==> config.mk <==
export PLATFORM = sky130hd
export DESIGN_NAME = mpu_motion_capture
export DESIGN_NICKNAME = d
export VERILOG_FILES = /design/src/rtl/mpu_motion_capture.sv
export SDC_FILE = /design/constraint.sdc
export NUM_CORES = 1
export LEC_CHECK = 0
export ABC_AREA = 1
export ABC_CLOCK_PERIOD_IN_PS = 4600
export CAP_MARGIN = 25
export CORE_UTILIZATION = 50
export DETAILED_ROUTE_END_ITERATION = 6
export GPL_TIMING_DRIVEN = 0
export HOLD_SLACK_MARGIN = 0.12
export PLACE_DENSITY = 0.68
export SYNTH_ARGS = -nofsm -noshare
export SYNTH_HDL_FRONTEND = slang
export SYNTH_SLANG_ARGS = --single-unit
==> constraint.sdc <==
create_clock -name i_clk -period 4.6 [get_ports i_clk]
set_clock_uncertainty 0.05 [all_clocks]
set_input_delay 0.92 -clock i_clk [delete_from_list [all_inputs] [get_ports i_clk]]
set_output_delay 0.92 -clock i_clk [all_outputs]
set_load 0.01 [all_outputs]
==> src/rtl/mpu_motion_capture.sv <==
// mpu_motion_capture: scales raw MPU X-accel samples to m/s^2 x100 and tracks a quiet baseline.
// It detects movement onset and streams N_SAMPLES decimated samples inside a mov window.
// Latency: raw_valid at cycle t -> mpu_valid at t+2. No backpressure: one raw sample in, at most one emit out.
//
// Ports:
//   i_clk            system clock
//   i_reset          asynchronous active-high reset
//   i_raw_valid      one-cycle strobe, i_raw_accel valid
//   i_raw_accel      signed raw X accel, +/-2g, 16384 LSB/g
//   o_mov            capture window active (CAPTURE and HOLD)
//   o_mpu_valid      one-cycle strobe, o_mpu_valor valid
//   o_mpu_valor      signed scaled sample, m/s^2 x100, held between strobes
//   o_sample_idx     index of the sample on o_mpu_valor within the window
//   o_capture_abort  one-cycle pulse when a capture is abandoned on timeout
//
// Optional feature: define MPU_CAPTURE_TIMEOUT_EN to abort a capture after TIMEOUT_CYC clk cycles
// with no raw sample. Without it, CAPTURE waits indefinitely and o_capture_abort stays 0.

module mpu_motion_capture #(
   parameter int N_SAMPLES   = 30,
   parameter int DECIM       = 2,
   parameter int MOV_THRESH  = 150,
   parameter int TRIG_COUNT  = 2,
   parameter int HOLD_CYCLES = 4,
   parameter int COOLDOWN    = 16,
   parameter int TIMEOUT_CYC = 1000000
) (
   input  logic        i_clk,
   input  logic        i_reset,
   input  logic        i_raw_valid,
   input  logic [15:0] i_raw_accel,
   output logic        o_mov,
   output logic        o_mpu_valid,
   output logic [31:0] o_mpu_valor,
   output logic [4:0]  o_sample_idx,
   output logic        o_capture_abort
);

   localparam logic [7:0]  TRIG_LAST = 8'(TRIG_COUNT - 1);
   localparam logic [7:0]  DEC_LAST  = 8'(DECIM - 1);
   localparam logic [7:0]  HOLD_LAST = 8'(HOLD_CYCLES - 1);
   localparam logic [7:0]  COOL_LAST = 8'(COOLDOWN - 1);
   localparam logic [4:0]  IDX_LAST  = 5'(N_SAMPLES - 1);

   typedef enum logic [1:0] {
      ST_IDLE     = 2'd0,
      ST_CAPTURE  = 2'd1,
      ST_HOLD     = 2'd2,
      ST_COOLDOWN = 2'd3
   } state_t;

   // ---------------- stage 1: scaling ----------------
   // 16384 LSB/g * 981 / 16384 -> x100 m/s^2. The 27-bit product cannot overflow for 16-bit input.
   logic signed [26:0] w_raw_ext;
   logic signed [26:0] w_prod;
   logic signed [31:0] w_scaled;

   assign w_raw_ext = {{11{i_raw_accel[15]}}, i_raw_accel};
   assign w_prod    = w_raw_ext * 27'sd981;
   assign w_scaled  = {{19{w_prod[26]}}, w_prod[26:14]};   // arithmetic >>> 14 (floor)

   logic signed [31:0] r_s;
   logic               r_s_vld;

   always_ff @(posedge i_clk or posedge i_reset) begin
      if (i_reset) begin
         r_s     <= '0;
         r_s_vld <= 1'b0;
      end else begin
         r_s_vld <= i_raw_valid;
         if (i_raw_valid) begin
            r_s <= w_scaled;
         end
      end
   end

   // ---------------- baseline compare ----------------
   logic signed [31:0] r_base;
   logic               r_base_vld;
   logic signed [32:0] w_diff;
   logic signed [32:0] w_abs;
   logic signed [31:0] w_step;
   logic               w_over;

   // One extra bit so the difference of two full-range values cannot wrap.
   assign w_diff = {r_s[31], r_s} - {r_base[31], r_base};
   assign w_abs  = w_diff[32] ? -w_diff : w_diff;
   assign w_over = (w_abs > $signed(33'(MOV_THRESH)));
   // First-order IIR step of 1/8, floor rounding like the arithmetic shift.
   assign w_step = {{2{w_diff[32]}}, w_diff[32:3]};

   // ---------------- control FSM ----------------
   state_t      r_state;
   logic [7:0]  r_trig_cnt;
   logic [7:0]  r_decim;
   logic [7:0]  r_hold;
   logic [7:0]  r_cool;
   logic [4:0]  w_idx_next;

   assign w_idx_next = o_sample_idx + 5'd1;

`ifdef MPU_CAPTURE_TIMEOUT_EN
   localparam logic [31:0] TO_LAST = 32'(TIMEOUT_CYC - 1);
   logic [31:0] r_to_cnt;
`endif

   always_ff @(posedge i_clk or posedge i_reset) begin
      if (i_reset) begin
         r_state         <= ST_IDLE;
         r_base          <= '0;
         r_base_vld      <= 1'b0;
         r_trig_cnt      <= '0;
         r_decim         <= '0;
         r_hold          <= '0;
         r_cool          <= '0;
         o_mov           <= 1'b0;
         o_mpu_valid     <= 1'b0;
         o_mpu_valor     <= '0;
         o_sample_idx    <= '0;
         o_capture_abort <= 1'b0;
`ifdef MPU_CAPTURE_TIMEOUT_EN
         r_to_cnt        <= '0;
`endif
      end else begin
         o_mpu_valid     <= 1'b0;
         o_capture_abort <= 1'b0;

         case (r_state)
            ST_IDLE: begin
               if (r_s_vld) begin
                  if (!r_base_vld) begin
                     // Very first sample after reset seeds the baseline; no trigger decision.
                     r_base     <= r_s;
                     r_base_vld <= 1'b1;
                     r_trig_cnt <= '0;
                  end else if (!w_over) begin
                     r_base     <= r_base + w_step;
                     r_trig_cnt <= '0;
                  end else if (r_trig_cnt == TRIG_LAST) begin
                     // Triggering sample is emitted immediately as index 0.
                     r_trig_cnt   <= '0;
                     r_decim      <= '0;
                     r_hold       <= '0;
                     o_mov        <= 1'b1;
                     o_mpu_valid  <= 1'b1;
                     o_mpu_valor  <= r_s;
                     o_sample_idx <= '0;
                     r_state      <= (IDX_LAST == 5'd0) ? ST_HOLD : ST_CAPTURE;
`ifdef MPU_CAPTURE_TIMEOUT_EN
                     r_to_cnt     <= '0;
`endif
                  end else begin
                     r_trig_cnt <= r_trig_cnt + 8'd1;
                  end
               end
            end

            ST_CAPTURE: begin
               if (r_s_vld) begin
                  if (r_decim == DEC_LAST) begin
                     r_decim      <= '0;
                     o_mpu_valid  <= 1'b1;
                     o_mpu_valor  <= r_s;
                     o_sample_idx <= w_idx_next;
                     if (w_idx_next == IDX_LAST) begin
                        r_hold  <= '0;
                        r_state <= ST_HOLD;
                     end
                  end else begin
                     r_decim <= r_decim + 8'd1;
                  end
               end
`ifdef MPU_CAPTURE_TIMEOUT_EN
               // Counts cycles since the last raw strobe; a stalled sensor abandons the window.
               if (i_raw_valid) begin
                  r_to_cnt <= '0;
               end else if (r_to_cnt == TO_LAST) begin
                  r_to_cnt        <= '0;
                  o_mov           <= 1'b0;
                  o_capture_abort <= 1'b1;
                  r_cool          <= '0;
                  r_state         <= ST_COOLDOWN;
               end else begin
                  r_to_cnt <= r_to_cnt + 32'd1;
               end
`endif
            end

            ST_HOLD: begin
               // Counts clk cycles, not samples: gives downstream time to latch its result.
               if (r_hold == HOLD_LAST) begin
                  o_mov   <= 1'b0;
                  r_cool  <= '0;
                  r_state <= ST_COOLDOWN;
               end else begin
                  r_hold <= r_hold + 8'd1;
               end
            end

            ST_COOLDOWN: begin
               // Baseline stays frozen so the tail of the gesture cannot drag it.
               if (r_s_vld) begin
                  if (r_cool == COOL_LAST) begin
                     r_trig_cnt <= '0;
                     r_state    <= ST_IDLE;
                  end else begin
                     r_cool <= r_cool + 8'd1;
                  end
               end
            end

            default: r_state <= ST_IDLE;
         endcase
      end
   end

endmodule
==> impl_metrics.yaml <==
run_status:
  outcome: "finished with violations"
  violations: "negative setup slack"
route:
  final_antenna_net_count: 0
  wl_microns: 38620
  wire_per_inst_microns: 14.89
  avgViaCountPerCell: 5.312
  drt_iter0_markers: 883
  vias: 13780
  drc: 0
  firstDrtPassIters: 5
grt:
  grt_usage_pct: 27.15
  grt_pass1_vias: 12910
  grt_first_pass_wirelength_microns: 63050
  grt_max_degree: 63
  grt_overflow: 0
  grt_antenna_before_repair: 0
setup_path:
  cp_slowest_cell: "fa_2"
  path_class: "in2reg"
  arrival_ps: 5420
  start_kind: "input pin"
  crit_path_start: "i_raw_accel[5]"
  worstReg2RegStart: "r_s[12]$_DFFE_PP0P_"
  cp-end-kind: "flip-flop"
  cp-endpoint: "r_s[11]$_DFFE_PP0P_"
  rrSetupSlack_ps: 280
  cp_max_fo: 3
  r2r-end: "r_base[31]$_DFFE_PP0P_"
  cp.required_ps: 4780
  critPathMaxStageDelay_ps: 570
  ff2ff_path_depth: 24
  cp_common_cell: "nand2_2"
min_path:
  min-delay-path-class: "reg2reg"
synthesis:
  synthArstFlopShare_pct: 100.0
  netlist_area_sq_um: 14220
  synthTopCellsByCount: "559 x nand2_1, 384 x inv_1, 168 x ha_1, 160 x nand3_1, 156 x nor2_1"
  synth_area_leaders: "dfrtp_1 18%, ha_1 15%, nand2_1 15%"
  yosysMostFrequentCell: "nand2_1"
  synth_warnings: 0
  synth_top_cell_area_share_pct: 17.78
  synthDistinctLibCells: 50
  syn_nets: 2377
  ys_seq_area_share_pct: 17.78
  syn_inst: 2116
  ys_seq_elements: 101
  avgSynthCellArea_sq_um: 6.719
  synthFlopType: "dfrtp_1"
  synth-edff-count: 0
  synth_top_cell_by_area: "dfrtp_1"
timing:
  worstMarginPinSlew_ps: 883.0
  post-route-min-period_ps: 5234
  hold_viol_final: 0
  max_freq_mhz: 191.0
  timing.slew.headroom_pct: 40.68
  worst_slack_ps: -634.5
  rsz0062_at_grt: "yes"
  maxSlewViolCount: 0
  min_period_over_period_pct: 113.8
  setup_viol_count_final: 8
cts:
  clock_latency_ps: 360
  path_clk_slew_ps: 70
  cts-htree-levels: 3
  cts_root_buf: "clkbuf_16"
  cts_sinks: 101
  cts_hold_buf: 0
  clk_path_buf_depth: 2
  numCtsBuffers: 9
  cts_tree: "built"
final_layout:
  final_util_pct: 58.98
  area_delta_synth_final_pct: 15.57
  drive_gt1_share_pct: 12.36
  antennaDiodeCount: 0
  fin_area_sq_um: 16430
  nFillCells: 2648
  seq_area_sq_um: 2527
  multiInputGateArea_sq_um: 10470
  finalNetCount: 2472
floorplan:
  die_w_microns: 170.6
  die_h_microns: 170.6
  coreArea_sq_um: 27860
  initial_utilization_pct: 51.04
  io_pins: 59
  rows: 61
  die_area_sq_um: 29110
place:
  numPortBuffers: 57
  dp_slack_ps: -1805
  placed_area_sq_um: 15390
  hpwl_microns: 31250
  place_congestion: 0.9326
flow_run:
  max_cap_violations: 0
-- logic make-up after synthesis --
group | Yosys count | share of synthesized area, %
XOR/XNOR | 36 | 2.218
AND/OR/NAND/NOR | 1028 | 31.70
adder cells (fa/ha/maj) | 242 | 25.20
AO/OA/AOI/OAI | 264 | 10.17
buffers and inverters | 443 | 12.83
other | 1 | 0.02638
multiplexers | 1 | 0.07041
flip-flops | 101 | 17.78
-- critical path: cells and delay by family --
family / cells / cell delay (ps)
compound gates: 7 / 930
buf+inv: 6 / 430
simple gates: 9 / 620
fa+ha+maj: 6 / 2490
-- layout make-up --
type,instances,share of cell area (%)
buffer,53,2.246
clock buffer,10,1.394
clock inverter,6,0.5711
inverter,390,8.955
multi-input combinational,1572,63.71
sequential,101,15.38
tap,378,2.878
timing repair buffer,84,4.866
-- placed cells by master, fill, tap and decap left out, types with 9 or more instances in the layout --
master	count
or2_2	13
buf_4	47
o21ai_1	30
inv_1	368
nand3_1	152
nand2_1	544
nor3_1	17
xor2_1	23
fa_1	67
nand3_2	18
clkbuf_1	15
clkbuf_16	9
nand4_1	60
dfrtp_1	101
clkdlybuf4s50_1	41
a21oi_2	13
nor2_1	149
ha_4	23
ha_1	138
o21ai_0	67
nand2_2	30
xnor2_1	11
buf_2	12
inv_2	17
nor2_2	11
a21oi_1	101
buf_6	16
-- how the worst min path moves through the flow --
stage               depth (start not counted)  slack (ps)                     endpoint                        start
floorplan                                   2         390       r_base[31]$_DFFE_PP0P_       r_base[31]$_DFFE_PP0P_
global placement                            2         400       r_decim[6]$_DFFE_PP0P_       r_decim[6]$_DFFE_PP0P_
detailed placement                          2         410       r_decim[7]$_DFFE_PP0P_       r_decim[7]$_DFFE_PP0P_
CTS                                         2         430       r_decim[7]$_DFFE_PP0P_       r_decim[7]$_DFFE_PP0P_
global route                                2         440  o_mpu_valor[10]$_DFFE_PP0P_  o_mpu_valor[10]$_DFFE_PP0P_
finish                                      2         430   o_mpu_valor[1]$_DFFE_PP0P_   o_mpu_valor[1]$_DFFE_PP0P_
-- registers in the layout (all words and copies together) (netlist names) --
register	flops
o_mpu_valid	1
o_mpu_valor	13
r_s_vld	1
r_decim	8
r_cool	8
r_hold	8
r_state	2
r_base	32
r_base_vld	1
o_sample_idx	5
o_mov	1
r_s	13
r_trig_cnt	8
-- metal layers --
| metal | vias up | global-route usage, % | wire length [microns] |
|---|---|---|---|
| met5 | - | 0 | 0 |
| met4 | 0 | 9.166 | 1343 |
| met3 | 66 | 2.244 | 1250 |
| met2 | 321 | 47.97 | 18890 |
| met1 | 6436 | 34.75 | 17140 |
| li1 | 6956 | - | - |
-- metrics by stage --
step,hold WS (ps),TNS [ps],cells
after floorplan,391.9,-3138,2116
after global placement,404.9,-88090,2551
after detailed placement,409.8,-25320,2552
after CTS,426.6,-14110,2591
after global routing,440.0,-5092,2594
final,425.9,-3669,2594
-- timing repair --
action,CTS,global route
endpoints found under the setup margin,82,87
buffers inserted,24,7
gates resized for setup,143,93
pin swaps,45,41
Power is not shown: default switching activity piles up to over one toggle a cycle in this logic, so the estimate is an artifact.
